`src/rtl/pwm_compare_deadtime_pkg.sv`:
```
// Shared widths and enumerations for the compare / dead-time PWM leg.
package pwm_compare_deadtime_pkg;

    localparam int PWMCOUNT_WIDTH = 16;
    localparam int DEADTIME_WIDTH = 10;

    typedef enum logic [1:0] {
        LOAD_ZERO,
        LOAD_PERIOD,
        LOAD_BOTH,
        LOAD_IMMEDIATE
    } load_mode_t;

    typedef enum logic {
        PWM_OFF,
        PWM_ON
    } pwm_onoff_t;

    typedef enum logic [2:0] {
        OFF,
        H_ON,
        L_ON,
        DT_TO_H,
        DT_TO_L
    } dt_state_t;

endpackage

```
`src/rtl/pwm_compare_deadtime_leg.sv`:
```
// Dead-time FSM: turns the registered reference level into a
// non-overlapping high/low gate pair.
module deadtime_leg
    import pwm_compare_deadtime_pkg::*;
(
    input  logic                      clk,
    input  logic                      reset,
    input  logic                      enable,
    input  logic                      ref_q,
    input  logic [DEADTIME_WIDTH-1:0] dead_time,
    output logic                      pwm_h,
    output logic                      pwm_l
);

    dt_state_t                 state;
    logic [DEADTIME_WIDTH-1:0] cnt;
    logic                      cold;
    logic                      dt_zero;
    logic                      cnt_done;
    logic [DEADTIME_WIDTH-1:0] cnt_next;

    assign dt_zero  = (dead_time == '0);
    assign cnt_done = (cnt[DEADTIME_WIDTH-1:1] == '0);
    assign cnt_next = cnt_done ? '0 : cnt - DEADTIME_WIDTH'(1);

    // cold marks an interval started from OFF: neither gate was on, so a
    // reference flip only retargets the interval instead of skipping it.
    always_ff @(posedge clk) begin
        if (reset || !enable) begin
            state <= OFF;
            cnt   <= '0;
            cold  <= 1'b0;
            pwm_h <= 1'b0;
            pwm_l <= 1'b0;
        end else begin
            unique case (state)
                OFF: begin
                    if (dt_zero) begin
                        state <= ref_q ? H_ON : L_ON;
                        pwm_h <= ref_q;
                        pwm_l <= !ref_q;
                    end else begin
                        state <= ref_q ? DT_TO_H : DT_TO_L;
                        cnt   <= dead_time;
                        cold  <= 1'b1;
                    end
                end
                H_ON: begin
                    if (!ref_q) begin
                        pwm_h <= 1'b0;
                        if (dt_zero) begin
                            state <= L_ON;
                            pwm_l <= 1'b1;
                        end else begin
                            state <= DT_TO_L;
                            cnt   <= dead_time;
                        end
                    end
                end
                L_ON: begin
                    if (ref_q) begin
                        pwm_l <= 1'b0;
                        if (dt_zero) begin
                            state <= H_ON;
                            pwm_h <= 1'b1;
                        end else begin
                            state <= DT_TO_H;
                            cnt   <= dead_time;
                        end
                    end
                end
                DT_TO_H: begin
                    if (!ref_q && cold) begin
                        state <= DT_TO_L;
                        cnt   <= cnt_next;
                    end else if (!ref_q) begin
                        state <= L_ON;
                        pwm_l <= 1'b1;
                        cnt   <= '0;
                    end else if (cnt_done) begin
                        state <= H_ON;
                        pwm_h <= 1'b1;
                        cnt   <= '0;
                        cold  <= 1'b0;
                    end else begin
                        cnt   <= cnt_next;
                    end
                end
                DT_TO_L: begin
                    if (ref_q && cold) begin
                        state <= DT_TO_H;
                        cnt   <= cnt_next;
                    end else if (ref_q) begin
                        state <= H_ON;
                        pwm_h <= 1'b1;
                        cnt   <= '0;
                    end else if (cnt_done) begin
                        state <= L_ON;
                        pwm_l <= 1'b1;
                        cnt   <= '0;
                        cold  <= 1'b0;
                    end else begin
                        cnt   <= cnt_next;
                    end
                end
                default: begin
                    state <= OFF;
                    cnt   <= '0;
                    pwm_h <= 1'b0;
                    pwm_l <= 1'b0;
                end
            endcase
        end
    end

endmodule

```
`src/rtl/pwm_compare_deadtime.sv`:
```
// One half-bridge leg: shadowed compare, carrier comparator and
// dead-time gate generation.
module pwm_compare_deadtime
    import pwm_compare_deadtime_pkg::*;
(
    input  logic                      clk,
    input  logic                      reset,
    input  logic [PWMCOUNT_WIDTH-1:0] carrier,
    input  logic [PWMCOUNT_WIDTH-1:0] period,
    input  logic [PWMCOUNT_WIDTH-1:0] compare,
    input  logic [DEADTIME_WIDTH-1:0] dead_time,
    input  load_mode_t                load_mode,
    input  pwm_onoff_t                pwm_onoff,
    output logic                      pwm_h,
    output logic                      pwm_l,
    output logic                      load_event
);

    logic [PWMCOUNT_WIDTH-1:0] cmp_sh;
    logic                      ref_q;
    logic                      at_zero;
    logic                      at_period;
    logic                      enable;
    logic                      load_hit;

    assign at_zero   = (carrier == '0);
    assign at_period = (carrier == period);
    assign enable    = (pwm_onoff == PWM_ON);

    always_comb begin
        load_hit = 1'b0;
        unique case (load_mode)
            LOAD_ZERO:      load_hit = at_zero;
            LOAD_PERIOD:    load_hit = at_period;
            LOAD_BOTH:      load_hit = at_zero || at_period;
            LOAD_IMMEDIATE: load_hit = 1'b1;
        endcase
        if (!enable)
            load_hit = 1'b1;
    end

    always_ff @(posedge clk) begin
        if (reset) begin
            cmp_sh     <= '0;
            ref_q      <= 1'b0;
            load_event <= 1'b0;
        end else begin
            if (load_hit)
                cmp_sh <= compare;
            load_event <= load_hit;
            ref_q      <= (carrier < cmp_sh);
        end
    end

    deadtime_leg u_leg (
        .clk       (clk),
        .reset     (reset),
        .enable    (enable),
        .ref_q     (ref_q),
        .dead_time (dead_time),
        .pwm_h     (pwm_h),
        .pwm_l     (pwm_l)
    );

endmodule
```
`config.mk`:
```
export PLATFORM = sky130hd
export DESIGN_NAME = pwm_compare_deadtime
export DESIGN_NICKNAME = d
export VERILOG_FILES = /design/src/rtl/pwm_compare_deadtime_pkg.sv /design/src/rtl/pwm_compare_deadtime_leg.sv /design/src/rtl/pwm_compare_deadtime.sv
export SDC_FILE = /design/constraint.sdc
export NUM_CORES = 1
export LEC_CHECK = 0
export BUFFER_PORTS_ARGS = -buffer_cell sky130_fd_sc_hd__buf_4
export CAP_MARGIN = 10
export CORE_MARGIN = 2
export CORE_UTILIZATION = 27
export CTS_BUF_LIST = sky130_fd_sc_hd__clkbuf_4 sky130_fd_sc_hd__clkbuf_8
export CTS_CLUSTER_DIAMETER = 60
export DETAILED_ROUTE_END_ITERATION = 6
export PLACE_DENSITY = 0.53
export SLEW_MARGIN = 10
export SYNTH_ARGS = -nofsm -noshare
export SYNTH_HDL_FRONTEND = slang
export SYNTH_SLANG_ARGS = --single-unit
```
`constraint.sdc`:
```
create_clock -name clk -period 2.15 [get_ports clk]
set_input_delay 0.215 -clock clk [delete_from_list [all_inputs] [get_ports clk]]
set_output_delay 0.215 -clock clk [all_outputs]
set_load 0.03 [all_outputs]
```
==> summary.txt <==
Run status
  • Run status: complete, no violations

Synth
  • Leading area contributor after synthesis: sky130_fd_sc_hd__dfxtp_1
  • Post-Synthesis Mean Instance Area: 8.073 um2
  • EDFF count, synth: 0
  • Share of synthesized area occupied by flip-flops and latches: 27.02%
  • Leading cell types by total area after synthesis: sky130_fd_sc_hd__dfxtp_1, sky130_fd_sc_hd__ha_1, sky130_fd_sc_hd__xnor2_1
  • Top cell type's share of synthesized area: a little over a quarter
  • Cell area after synthesis: around 2500 um2
  • Total nets after synthesis: approximately 400
  • Instance count of the mapped netlist: roughly 310
  • Commonest register cell after synthesis: sky130_fd_sc_hd__dfxtp_1
  • Number of flip-flops and latches in the synthesized netlist: 34
  • Async SR Flop Fraction: 0%
  • Number of different library cells in the post-synthesis netlist: 51
  • Count of synthesis-stage warnings from yosys: 0

Clocking
  • Max Root-Sink Buffers: 2
  • Reg clk slew, reported paths: 70 ps
  • Clk root buf: sky130_fd_sc_hd__clkbuf_8
  • Total clock buffers created by CTS: 5
  • Post-CTS Hold Fix Bufs: 0
  • H-tree depth: 2
  • Count of buffers added by post-CTS timing repair for setup: 0
  • TritonCTS clock tree: yes
  • Number of clock sinks: 34
  • Clock latency at the later pin of the worst-skew pair: 280 ps
  • Count of cells resized by post-cts repair: 0

Worst setup path
  • Kind of critical path: input port to flop
  • Reg2Reg Depth: 6
  • Crit. End Element: flop
  • Cell family with most CP delay: simple AND/OR/NAND/NOR gates
  • Terminus of the critical flop-to-flop path: u_leg.cnt[8]$_SDFFE_PP0P_
  • Critical path endpoint: u_leg.state[1]$_SDFFE_PP0P_
  • Buffering stage count on the worst path with inverters included: 3
  • Critical path arrival: approximately 2100 ps
  • Crit-path max FO: 2
  • Worst-path cell with the longest stage delay: sky130_fd_sc_hd__nor4_1
  • Worst stage delay on the critical path: 380 ps
  • R2R setup slack: approximately 300 ps
  • Startpoint of the worst-slack reg-to-reg timing path: u_leg.state[1]$_SDFFE_PP0P_
  • Critical Path Start: dead_time[9]
  • Critical path cell sequence: buf_4 -> nor4_1 -> and3_1 -> inv_4 -> ha_1 -> inv_1 -> o21ai_0 -> a21oi_1 -> o32ai_1 -> nor2_1 -> a211oi_1
  • Setup crit start kind: input port
  • Crit path depth: 11
  • CP Data Required Time: roughly 2400 ps

Finish
  • Post-route non-filler standard cell count: 487
  • Multi-input gate area: 1682 um2
  • Signed area change from the synthesized netlist to the final layout: 29.51%
  • Number of nets in the final layout: roughly 460
  • Filler Cell Count: 930
  • Area taken by flip-flops and latches: 680.7 um2
  • Diodes inserted: 0
  • Layout cells sized above 1: 25.53%

Floorplan
  • Full die area: 10,120 um2
  • Row count: 35
  • Vertical die dimension: 100.6 um
  • Core footprint: 9153 um2
  • Number of ports placed on the die boundary: 66
  • Die outline width: 100.6 um
  • Initial Utilization: between 20 and 30%

GRT
  • Initial antenna violation count: 0
  • Total track usage: 14.05%
  • Number of global-route vias before repair: 2,371
  • Wire length of the first global-routing pass: 11,430 um
  • Total congestion overflow after global routing: 0
  • Largest net degree at the start of global routing: 37

Placed design
  • Dpl hpwl: roughly 5300 um
  • Number of cells after detailed placement: 479
  • Final weighted congestion of routability-driven global placement: 0.7821
  • Number of buffer cells added on primary ports: 65

STA
  • Worst Clk Skew: just over 7 ps
  • Remaining max-slew budget at the tightest pin: 57.46%
  • Final critical delay including setup and external delays: 1873 ps
  • Number of hold-slack violations in the final timing report: 0
  • Aggregate negative setup slack: 0 ps
  • RSZ-0062 raised after global routing: no
  • Final-report max-slew violation count: 0
  • Transition time at the pin with the least slew margin: 636.8 ps
  • Maximum clock rate: 534.0 MHz
  • Ratio of final minimum period to clock period: 87.10%
  • Final count of negative-setup-slack endpoints: 0

Power
  • Ratio of total power to cell area: around 550 nW/um2
  • Switching power share of the total: 31.55%
  • Leakage component of the power: 1.340 nW
  • Flop pwr share: 40.1%
  • Maximum vdd drop: 238.1 uV
  • Net switching power: 0.0005655 W
  • Clock share of power: 27.8%
  • Combinational Power Share: 32.1%
  • Internal power: 0.001227 W
  • Power after layout: around 0.0018 W

Drt
  • Detailed-route vias per instance: 5.057
  • Post-route antenna net violation count: 0
  • Detailed-route via count: ~2.5k
  • Detailed Route Iter0 Violations: 111
  • First-pass detailed-route iteration total: 4
  • Wirelength per Cell: 13.88 um
  • DRT Wirelength: 6760 um
  • DRC viols: 0

Run
  • Max-cap viol count: 0

Min path
  • Hold/Removal Path Class: input port to flop
-- metrics by stage --
step                hold slack (ps)  setup WS (ps)  cell area [um2]  utilization (%)
global route                  169.9          103.3             3262            35.64
global placement              468.7          60.94             3167            34.60
finish                        172.3          277.3             3262            35.64
floorplan                     366.6          248.3             2519                -
CTS                           166.7          314.7             3262            35.64
detailed placement            463.9          18.83             3167            34.60
-- sequential cells by signal, summed over array words and instances (netlist names) --
name         flops
u_leg.pwm_h      1
u_leg.cnt       10
u_leg.pwm_l      1
load_event       1
u_leg.state      3
cmp_sh          16
u_leg.cold       1
ref_q            1
-- area by class of cell --
cell class / count / share of cell area [%]
Multi-Input combinational cell: 238 / 51.55
Timing Repair Buffer: 74 / 17.80
Tap cell: 111 / 4.258
Clock buffer: 7 / 2.762
Inverter: 22 / 2.608
Clock inverter: 1 / 0.1534
Sequential cell: 34 / 20.87
-- worst min path at each step --
stage | start | endpoint | slack [ps] | cells after the start
floorplan | dead_time[9] | u_leg.cnt[9]$_SDFFE_PP0P_ | 370 | 1
global placement | dead_time[9] | u_leg.cnt[9]$_SDFFE_PP0P_ | 470 | 2
detailed placement | dead_time[9] | u_leg.cnt[9]$_SDFFE_PP0P_ | 460 | 2
CTS | dead_time[9] | u_leg.cnt[9]$_SDFFE_PP0P_ | 170 | 2
global route | dead_time[9] | u_leg.cnt[9]$_SDFFE_PP0P_ | 170 | 2
finish | dead_time[9] | u_leg.cnt[9]$_SDFFE_PP0P_ | 170 | 2
-- kinds of logic after synthesis --
logic type	count (synthesis)	synth area share, %
compound gates	107	29.71
xor+xnor	19	6.607
fa+ha+maj	18	8.842
buf+inv	40	6.657
flops	34	27.02
mux	1	0.3974
simple gates	93	20.77
-- layer usage --
metal	global-route usage (%)	share of wire [%]	vias up	wire length, um
li1	-	-	1286	-
met5	0	0	-	0
met3	2.219	4.0	4	268
met1	19.69	50	1121	3381
met4	3.793	0.43	0	29
met2	22.36	46	52	3080
-- layout by cell type (no fill, tap or decap), drive strengths merged, types with 2 or more instances in the layout --
cell    count
a211o       2
a211oi      2
a21o        7
a21oi      13
a22o        5
a31oi       4
a32o        4
and3        3
buf        74
clkbuf      7
dfxtp      34
ha         17
inv        22
nand2      19
nand2b     10
nand3       4
nand4       8
nor2       13
nor2b      19
nor3        6
nor4        8
o211ai      5
o21a        2
o21ai      39
o31ai       2
o41ai      16
or3         2
xnor2      18
-- cells in the mapped netlist, drive strengths merged, types with 3 or more instances --
master   n
o21ai   39
dfxtp   34
inv     22
nand2   19
nor2b   19
xnor2   18
ha      17
o41ai   16
a21oi   13
nor2    13
buf     10
nand2b  10
clkbuf   8
nand4    8
nor4     8
a21o     7
nor3     6
a22o     5
o211ai   5
a31oi    4
a32o     4
nand3    4
and3     3
-- power groups by stage --
stage                     Combinational [W]  Clock [W]  Sequential, W
after floorplan                    0.000372          0       0.000721
after global placement             0.000571          0       0.000733
after detailed placement           0.000576          0       0.000732
after CTS                          0.000578   0.000518       0.000718
after global routing               0.000649   0.000544       0.000726
final                              0.000576   0.000498       0.000719
-- worst register-to-register path, delay by kind of cell (launching register included) --
family,cells,cell delay (ps)
flops,1,580
simple gates,3,600
compound gates,3,620
Note: power is estimated with default switching activity, not from simulation.
